==> src/rtl/imem_loader.sv <==
// Byte-stream instruction memory loader.
// Header gives a little-endian word count; words arrive LSB first.
module imem_loader #(
  parameter int          DEPTH     = 1024,
  parameter logic [31:0] BASE_ADDR = 32'h0000_0000
) (
  input  logic        clk,
  input  logic        rst,
  input  logic        start,
  input  logic [7:0]  byte_in,
  input  logic        byte_valid,
  output logic        byte_ready,
  output logic        wr_en,
  output logic [31:0] wr_addr,
  output logic [31:0] wr_data,
  output logic        busy,
  output logic        done,
  output logic        err,
  output logic        cpu_hold
);

  localparam int          IW      = $clog2(DEPTH) + 1;
  localparam logic [31:0] DEPTH_W = 32'(DEPTH);

  typedef enum logic [2:0] {
    IDLE, HDR, LOAD, WRITE, DONE, ERROR
  } state_t;

  state_t         state, state_n;
  logic [1:0]     cnt;
  logic [7:0]     hdr_lo;
  logic [15:0]    n_words;
  logic [23:0]    acc;
  logic [IW-1:0]  idx;
  logic           xfer;
  logic           last_word;
  logic [15:0]    hdr_n;

  assign xfer      = byte_valid & byte_ready;
  assign hdr_n     = {byte_in, hdr_lo};
  assign last_word = (32'(idx) == (32'(n_words) - 32'd1));

  always_comb begin
    state_n = state;
    unique case (state)
      IDLE:  if (start) state_n = HDR;
      HDR: begin
        if (xfer && cnt == 2'd1) begin
          if (hdr_n == 16'd0)               state_n = DONE;
          else if (32'(hdr_n) > DEPTH_W)    state_n = ERROR;
          else                              state_n = LOAD;
        end
      end
      LOAD:  if (xfer && cnt == 2'd3) state_n = WRITE;
      WRITE: state_n = last_word ? DONE : LOAD;
      DONE:  if (start) state_n = HDR;
      ERROR: if (start) state_n = HDR;
      default: state_n = IDLE;
    endcase
  end

  always_ff @(posedge clk) begin
    if (rst) begin
      state   <= IDLE;
      cnt     <= 2'd0;
      hdr_lo  <= 8'd0;
      n_words <= 16'd0;
      acc     <= 24'd0;
      idx     <= '0;
      wr_addr <= BASE_ADDR;
      wr_data <= 32'd0;
    end else begin
      state <= state_n;
      // Entering a new session restarts byte and word counting.
      if (state_n == HDR && state != HDR) begin
        cnt <= 2'd0;
        idx <= '0;
      end else if (xfer && state == HDR) begin
        if (cnt == 2'd0) begin
          hdr_lo <= byte_in;
          cnt    <= 2'd1;
        end else begin
          n_words <= hdr_n;
          cnt     <= 2'd0;
        end
      end else if (xfer && state == LOAD) begin
        cnt <= cnt + 2'd1;
        if (cnt == 2'd3) begin
          wr_data <= {byte_in, acc};
          wr_addr <= BASE_ADDR + (32'(idx) << 2);
        end else begin
          acc[cnt*8 +: 8] <= byte_in;
        end
      end else if (state == WRITE && !last_word) begin
        idx <= idx + 1'b1;
      end
    end
  end

  assign byte_ready = (state == HDR) || (state == LOAD);
  assign wr_en      = (state == WRITE);
  assign busy       = (state == HDR) || (state == LOAD) || (state == WRITE);
  assign done       = (state == DONE);
  assign err        = (state == ERROR);
  assign cpu_hold   = (state != DONE);

endmodule

==> config.mk <==
export PLATFORM = sky130hd
export DESIGN_NAME = imem_loader
export DESIGN_NICKNAME = d
export VERILOG_FILES = /design/src/rtl/imem_loader.sv
export SDC_FILE = /design/constraint.sdc
export NUM_CORES = 1
export LEC_CHECK = 0
export ABC_CLOCK_PERIOD_IN_PS = 7250
export CELL_PAD_IN_SITES_DETAIL_PLACEMENT = 1
export CELL_PAD_IN_SITES_GLOBAL_PLACEMENT = 1
export CORE_UTILIZATION = 42
export CTS_CLUSTER_DIAMETER = 60
export DETAILED_ROUTE_END_ITERATION = 8
export PLACE_DENSITY = 0.93
export SYNTH_ARGS = -nofsm -noshare
export SYNTH_HDL_FRONTEND = slang
export SYNTH_SLANG_ARGS = --single-unit
==> constraint.sdc <==
create_clock -name clk -period 7.25 [get_ports clk]
set_input_delay 0.725 -clock clk [delete_from_list [all_inputs] [get_ports clk]]
set_output_delay 0.725 -clock clk [all_outputs]
set_load 0.05 [all_outputs]
Word-level counts from Yosys, hierarchy flattened
Index checks and enable logic that the tools add are counted.
{"block": "totals", "output_inout_bits": 70, "elab_cells": 63, "ff_bits": 107, "input_bits": 12}
{"block": "op_classes", "mux": 11, "shifts": 2, "reduce_logical": 20, "bitwise_logic": 6, "magnitude_cmp": 1, "addsub": 4, "eq_ne": 11}
{"op": "5-bit negator with 34-bit output", "n": 1}
{"op": "8-bit by 34-bit variable shift with 24-bit output (first input constant)", "n": 1}
{"op": "8-bit by 34-bit variable part select with 24-bit output", "n": 1}
{"op": "11-bit by 32-bit equality test with 1-bit output", "n": 1}
{"op": "24-bit bitwise mux", "n": 1}
{"op": "3-bit two-way mux", "n": 6}
{"op": "16-bit by 1-bit subtractor with 17-bit output (second input constant)", "n": 1}
{"op": "16-bit by 11-bit > comparator with 1-bit output (second input constant)", "n": 1}
{"op": "16-bit zero test", "n": 1}
{"op": "3-bit case mux with 4 select lines", "n": 1}
{"op": "11-bit by 1-bit adder with 11-bit output (second input constant)", "n": 1}
{"op": "3-bit AND reduction", "n": 3}
{"op": "4-bit AND reduction", "n": 2}
{"op": "3-bit by 1-bit equality test with 1-bit output (second input constant)", "n": 2}
{"op": "3-bit by 2-bit equality test with 1-bit output (second input constant)", "n": 2}
{"op": "3-bit equality test (second input constant)", "n": 2}
{"op": "1-bit logical AND", "n": 6}
{"op": "1-bit inverter", "n": 5}
{"op": "2-bit two-way mux", "n": 2}
{"op": "3-bit zero test", "n": 1}
{"op": "3-bit by 1-bit != test with 1-bit output (second input constant)", "n": 1}
{"op": "3-bit != test (second input constant)", "n": 1}
{"op": "3-bit OR reduction", "n": 1}
{"op": "2-bit by 1-bit adder with 2-bit output (second input constant)", "n": 1}
{"op": "9 further kinds", "n": 10}

Logic depth before layout (Yosys ltp)
Gate-level depths: netlist (run 1).
{"block": "depth", "depth_word": 10, "ltp_mapped": 12, "depth_no_buf": 9}

Least setup slack after synthesis (run 1)
Ideal clock, no wire load.
{"block": "synth_timing", "path_type": "register to register", "startpoint": "reg n_words[2]", "endpoint": "reg idx[9]", "setup_slack_ns": 4.531, "arrival_ns": 2.650, "t_required_ns": 7.181, "path_buffers": 4, "setup_ns": 0.069, "synth_period_minus_slack_ns": 2.719, "path_stages_with_launch": 12, "path_cell_list": "dfxtp_1 buf_6 or4_1 buf_2 or4_1 a211o_1 a32oi_1 o2111a_2 buf_6 buf_12 o31ai_1 a21oi_2"}
{"block": "synth_between", "elab_chain_cells": 7, "word_cells_on_any_way": 10, "cone_classes": "1 x add/sub; 2 x eq/ne; 2 x mux; 5 x reduce/logical"}
{"element": "start, declared", "line": "32", "text": "logic [15:0] n_words;"}
{"element": "start signal, assigned", "line": "83", "text": "n_words <= hdr_n;"}
{"element": "16-bit by 1-bit subtractor with 17-bit output (*)", "line": "41", "text": "assign last_word = (32'(idx) == (32'(n_words) - 32'd1));"}
{"element": "11-bit by 32-bit equality test with 1-bit output (*)", "line": "41"}
{"element": "3-bit two-way mux", "line": "55", "text": "WRITE: state_n = last_word ? DONE : LOAD;"}
{"element": "3-bit case mux with 4 select lines", "line": "45", "text": "unique case (state)"}
{"element": "3-bit by 1-bit equality test with 1-bit output", "line": "75", "text": "if (state_n == HDR && state != HDR) begin"}
{"element": "1-bit logical AND", "line": "75"}
{"element": "2-bit OR reduction (no line)"}
{"element": "end signal, assigned", "line": "95", "text": "idx <= idx + 1'b1;"}
{"element": "end, declared", "line": "34", "text": "logic [IW-1:0] idx;"}
Mark *: on every way between the ends. The rest lies on a longest branch, timed or not.
A chain may end at the register's enable or synchronous reset.

Final worst setup path (run 1)
{"block": "layout_timing", "startpoint": "reg state[1]", "endpoint": "out wr_en"}
{"block": "layout_between", "elab_chain_cells": 1}
{"element": "start, declared", "line": "29", "text": "state_t state, state_n;"}
{"element": "start signal, assigned", "line": "73", "text": "state <= state_n;"}
{"element": "3-bit by 2-bit equality test with 1-bit output", "line": "101", "text": "assign wr_en = (state == WRITE);"}
{"element": "end, declared", "line": "13", "text": "output logic wr_en,"}
No other way between the ends.

==> results of run 1 <==
[registers in the layout, summed over array words and instances (netlist names)]
signal	cells
wr_addr	11
idx	11
n_words	16
wr_data	32
acc	24
hdr_lo	8
cnt	2
state	3
[worst paths after layout]
kind | startpoint | end | slack, ps | cells after the start
worst max-delay path | state[1] | wr_en | 4000 | 4
worst min-delay path | wr_addr[10] | wr_addr[10] | 460 | 2
worst max register to register | n_words[2] | state[1] | 4200 | 7
worst min register to register | wr_addr[10] | wr_addr[10] | 460 | 2
[cell usage in the layout (no fill, tap or decap), types with 6 or more instances in the layout]
cell,synthesis,final
a21oi_1,92,92
a21oi_2,7,7
clkbuf_16,0,9
clkdlybuf4s50_1,0,59
conb_1,1,21
dfxtp_1,107,107
ha_1,7,7
inv_1,10,10
mux2i_1,10,10
nand2_1,159,159
nand3_1,32,32
nand4_1,6,6
nor2_1,24,24
nor4_1,9,9
o21ai_0,7,7
o21ai_1,6,6
o31ai_1,6,6
or3_1,6,6
or4_1,8,8
xnor2_1,9,9
[per-layer routing]
metal	track usage (%)	up-vias	wire length [um]
met4	14.29	0	445
met3	4.149	45	591
li1	-	2149	-
met5	0	-	0
met2	45.13	139	7452
met1	27.86	2193	5708
[through the flow]
step | util [%] | hold slack, ps
CTS | 50.03 | 456.0
global placement | 47.61 | 441.0
detailed placement | 47.61 | 446.8
floorplan | - | 432.1
global route | 50.03 | 469.5
finish | 50.03 | 455.5
[critical path: cells and delay by family, from the launching register on]
family	cells	cell delay (ps)
buffers and inverters	2	1120
DFF	1	610
and+or+nand+nor	2	440
[cell families (layout without fill, tap and decap cells)]
family,count (synthesis),count (layout)
AO/OA/AOI/OAI,133,133
XOR/XNOR,13,13
adder cells (fa/ha/maj),7,7
buffers and inverters,72,89
flip-flops,107,107
multiplexers,10,10
other,1,21
AND/OR/NAND/NOR,281,281
[report_power, final]
group | total (W) | switching (W) | internal (W)
Combinational | 0.0000742 | 0.0000580 | 0.0000162
Clock | 0.000469 | 0.000232 | 0.000237
Sequential | 0.000595 | 0.00000494 | 0.000590
[layout make-up]
cell class	count	area, um^2	share of cell area, %
Clock inverter	6	46.29	0.8139
Inverter	10	37.54	0.6599
Tap cell	143	178.9	3.146
Multi-Input combinational cell	465	2436	42.83
Sequential cell	107	2142	37.66
Clock buffer	10	229.0	4.026
Timing Repair Buffer	63	618.1	10.87
==> impl_metrics.ini, run 1 <==
[synth]
yosysMostFrequentCell = nand2_1
synth_top_cell_by_area = dfxtp_1
synthMuxAreaShare_pct = 2.049
yosys_warnings = 0
synth_fa_ha_area_share_pct = 1.793
async_flop_share_pct = 0
synth.distinct_cells = 49
synth_seq_area_share_pct = 43.84
synth-edff-count = 0
synth_compound_area_share_pct = 15.52
syn_inst = 624
avgSynthCellArea_um2 = 7.830
ys_ff_latch = 107
synth-simple-area-share_pct = 26.56
synthFlopType = dfxtp_1
synth-xor-area-share_pct = 2.330
synth_top_cells_by_count = 159 x nand2_1, 107 x dfxtp_1, 92 x a21oi_1
syn-cell-area_mm2 = 0.004886
synth_top_area_share_pct = 43.84
synth.area.top_cells = dfxtp_1 44%, nand2_1 12%, a21oi_1 9.4%
synth_top_family_by_area = simple AND/OR/NAND/NOR gates

[power_and_ir_drop]
powerDensity_mw_per_mm2 = 200.1
p_leak_nw = 1.900
ir_drop_mv = 0.1006
p_total_w = 0.001138

[setup_path]
slowest_delay_ps = 860
critPathKind = reg -> out
critical_path_arrival_ps = 2520
critical_path.max_fanout = 14
cp.required_ps = 6520
cp_slowest_cell = clkdlybuf4s50_1
endpoint_kind = output pin
worstPathCellList = nor2b_1 -> nand2_1 -> inv_1 -> clkdlybuf4s50_1
startpoint_type = flop

[global_route]
grt_max_degree = 98
track_usage_pct = 25.11
grt_pass1_vias = 4780
grt_pass1_wl_mm = 23.37
grt_overflow = 0
antenna_found_initial = 0

[hold_path]
holdCritPathClass = reg -> reg

[place]
gp_congestion = 0.8390
placed_cell_area_mm2 = 0.005413
dp.cells = 788
numPortBuffers = 60
dp_slack_ps = 3982
dp_hpwl_mm = 9.407

[sta]
clock.fmax_mhz = 308.1
worstMarginPinSlew_ps = 1075
relSlewSlack_pct = 28.15
fin_ws_ps = 4004
period_minus_slack_ps = 3246
setup-tns-final_ps = 0
skew_ps = 12.45
setup_viol = 0
min_period_over_period_pct = 44.77
drv_slew = 0
hold_viol = 0
grt_setup_unrepaired = false

[finish]
fillers = 1384
instances_no_fill = 804
fin_area_mm2 = 0.005688
area_growth_pct = 16.41
nets = 675
drive_above_1_share_pct = 4.841
num_antenna_cells = 0

[floorplanning]
start_util_pct = 42.97
die_h_um = 109.9
std_cell_rows = 39
die-area_mm2 = 0.01207
io_pins = 82
core_mm2 = 0.01137
fp.dieW_um = 109.9

[cts]
clkSinkCount = 107
cts_tree = yes
h-tree-depth = 3
cts_buffer_depth = 2
post_cts_resized = 0
clk_pin_slew_worst_paths_ps = 80
cts_made_buffers = 9
cts_root_buffer = clkbuf_16
cts_post_setup_buffers_inserted = 0
insertion_delay_ps = 350
cts_hold_buf = 0

[routing]
first_pass_iters = 6
routed_wirelength_mm = 14.20
via_per_inst = 5.629
drc_errors = 2
drt-initial-drc-count = 293
routedWlPerCell_um = 17.66
vias = 4526
postRouteAntennaNets = 0

[status]
violations = design-rule violations
status = finished, violations left

[job]
drv_cap = 0
Note: power is estimated with default switching activity, not from simulation.
==> inputs of run 2 (changes only) <==
==> config.mk (replaced) <==
export PLATFORM = sky130hd
export DESIGN_NAME = imem_loader
export DESIGN_NICKNAME = d
export VERILOG_FILES = /design/src/rtl/imem_loader.sv
export SDC_FILE = /design/constraint.sdc
export NUM_CORES = 1
export LEC_CHECK = 0
export ABC_CLOCK_PERIOD_IN_PS = 3000
export CELL_PAD_IN_SITES_DETAIL_PLACEMENT = 1
export CELL_PAD_IN_SITES_GLOBAL_PLACEMENT = 1
export CORE_UTILIZATION = 39
export CTS_CLUSTER_DIAMETER = 60
export DETAILED_ROUTE_END_ITERATION = 8
export PLACE_DENSITY = 0.88
export SYNTH_ARGS = -nofsm -noshare
export SYNTH_HDL_FRONTEND = slang
export SYNTH_SLANG_ARGS = --single-unit
==> constraint.sdc (replaced) <==
create_clock -name clk -period 3 [get_ports clk]
set_input_delay 0.3 -clock clk [delete_from_list [all_inputs] [get_ports clk]]
set_output_delay 0.3 -clock clk [all_outputs]
set_load 0.05 [all_outputs]
==> impl_metrics.ini, run 2 (synthesized netlist as in run 1, its figures left out) <==
[status]
status = complete, no violations

[setup_path]
startpoint_type = flop
path_delay_family = compound AO/OA/AOI/OAI gates
critical_path_arrival_ps = 3100
cp.required_ps = 3220
critPathKind = reg -> reg
worstPathCellList = or4_4 -> or4_1 -> a211o_1 -> a32oi_1 -> o2111a_2 -> a211o_1 -> o41ai_1
endpoint_kind = flop
slowest_delay_ps = 590
critPathBufInv = 0
cp_slowest_cell = or4_4
critical_path.max_fanout = 12
critPathMostFrequentCell = a211o_1

[routing]
first_pass_iters = 4
drc_errors = 0
routedWlPerCell_um = 17.21
drt-initial-drc-count = 259
via_per_inst = 5.337
postRouteAntennaNets = 0
routed_wirelength_mm = 14.60
vias = 4526

[finish]
drive_above_1_share_pct = 7.941
fin_util_pct = 48.67
num_antenna_cells = 0
top_register = wr_data
area_growth_pct = 20.64
fillers = 1513
most-common-layout-cells = 159 x nand2_1, 107 x dfxtp_1, 92 x a21oi_1
nets = 696
largest_register_ffs = 32
multi_input_area_mm2 = 0.002459
layout.area.seq_mm2 = 0.002142
final_common_cell = nand2_1
top_regs = wr_data x32, acc x24, n_words x16

[cts]
clk_pin_slew_worst_paths_ps = 70
cts_root_buffer = clkbuf_16
cts_hold_buf = 0
cts_made_buffers = 9
cts_buffer_depth = 2
clkSinkCount = 107
cts_tree = yes
h-tree-depth = 3
insertion_delay_ps = 360

[sta]
setup_viol = 0
clock.fmax_mhz = 347.3
skew_ps = 11.86
min_period_over_period_pct = 95.98
grt_setup_unrepaired = false
hold_viol = 0
relSlewSlack_pct = 41.64
period_minus_slack_ps = 2879
worstMarginPinSlew_ps = 873.5
setup-tns-final_ps = 0
drv_slew = 0

[place]
dp_hpwl_mm = 10.07
numPortBuffers = 60
gp_congestion = 0.8502

[global_route]
grt_max_degree = 45
grt_pass1_vias = 4699
track_usage_pct = 22.89
grt_pass1_wl_mm = 23.30
antenna_found_initial = 0
grt_overflow = 0

[power_and_ir_drop]
powerDensity_mw_per_mm2 = 469.7
ir_drop_mv = 0.2257
p_leak_nw = 2.001

[floorplanning]
core_mm2 = 0.01211
die-area_mm2 = 0.01298
fp.dieW_um = 113.9
start_util_pct = 40.34
std_cell_rows = 40
io_pins = 82
die_h_um = 113.9

[hold_path]
holdCritPathClass = in -> reg

[job]
drv_cap = 0
==> run 2: cell count changes in the layout (fill, tap and decap cells not counted), sizes merged <==
cell    delta
buf       +20
clkbuf     +1
inv        -3
o2111a     +1
==> run 2: path summary, 6_finish.rpt <==
check        depth (start not counted)  slack (ps)     endpoint        start
max                                  7         120     state[1]   n_words[3]
min                                  2         440     state[2]          rst
max reg2reg                          7         120     state[1]   n_words[3]
min reg2reg                          2         450  wr_data[28]  wr_data[28]
==> run 2: metrics by stage <==
stage	power, W	cells	worst slack, ps	cell area [um^2]	hold WS (ps)
floorplan	0.001620	644	280.6	4961	432.1
global placement	0.001658	833	227.5	5594	440.3
detailed placement	0.001664	833	109.2	5594	445.8
CTS	0.002788	847	84.33	5872	441.6
global route	0.002848	848	45.34	5894	472.2
finish	0.002769	848	120.5	5894	439.1
==> run 2: worst register-to-register path, stage by stage, from the launching register on <==
cell	delay, ps
dfxtp_1	390
or4_4	590
or4_1	530
a211o_1	300
a32oi_1	260
o2111a_2	400
a211o_1	190
o41ai_1	70
==> run 2: where the power goes <==
part / internal [W] / total, W / leakage (nW) / switching (W)
registers: 0.00143 / 0.00143 / 0.862 / 0.00000715
logic: 0.0000512 / 0.000201 / 1.00 / 0.000150
clock network: 0.000603 / 0.00113 / 0.134 / 0.000531
total: 0.00208 / 0.00277 / 2.00 / 0.000688
==> run 2: area by class of cell <==
type	instances	area share [%]
clock inverters	3	0.4245
well taps	168	3.566
multi-input cells	466	41.71
clock buffers	11	4.288
flip-flops and latches	107	36.34
inverters	10	0.6368
repair buffers	83	13.03
==> run 2: routing by layer <==
metal  vias to the layer above  GRT usage, %  share of wire [%]
li1                       2191             -                  -
met1                      2223         25.72                 41
met2                        86         43.03                 54
met3                        26         5.048                3.4
met4                         0         6.494                2.0
met5                         -             0                  0
==> run 2: timing repair <==
action	4_1_cts	5_1_grt
endpoints found under the setup margin	0	3
gates resized for setup	0	3
hold endpoints to repair	0	0
buffers inserted	0	0
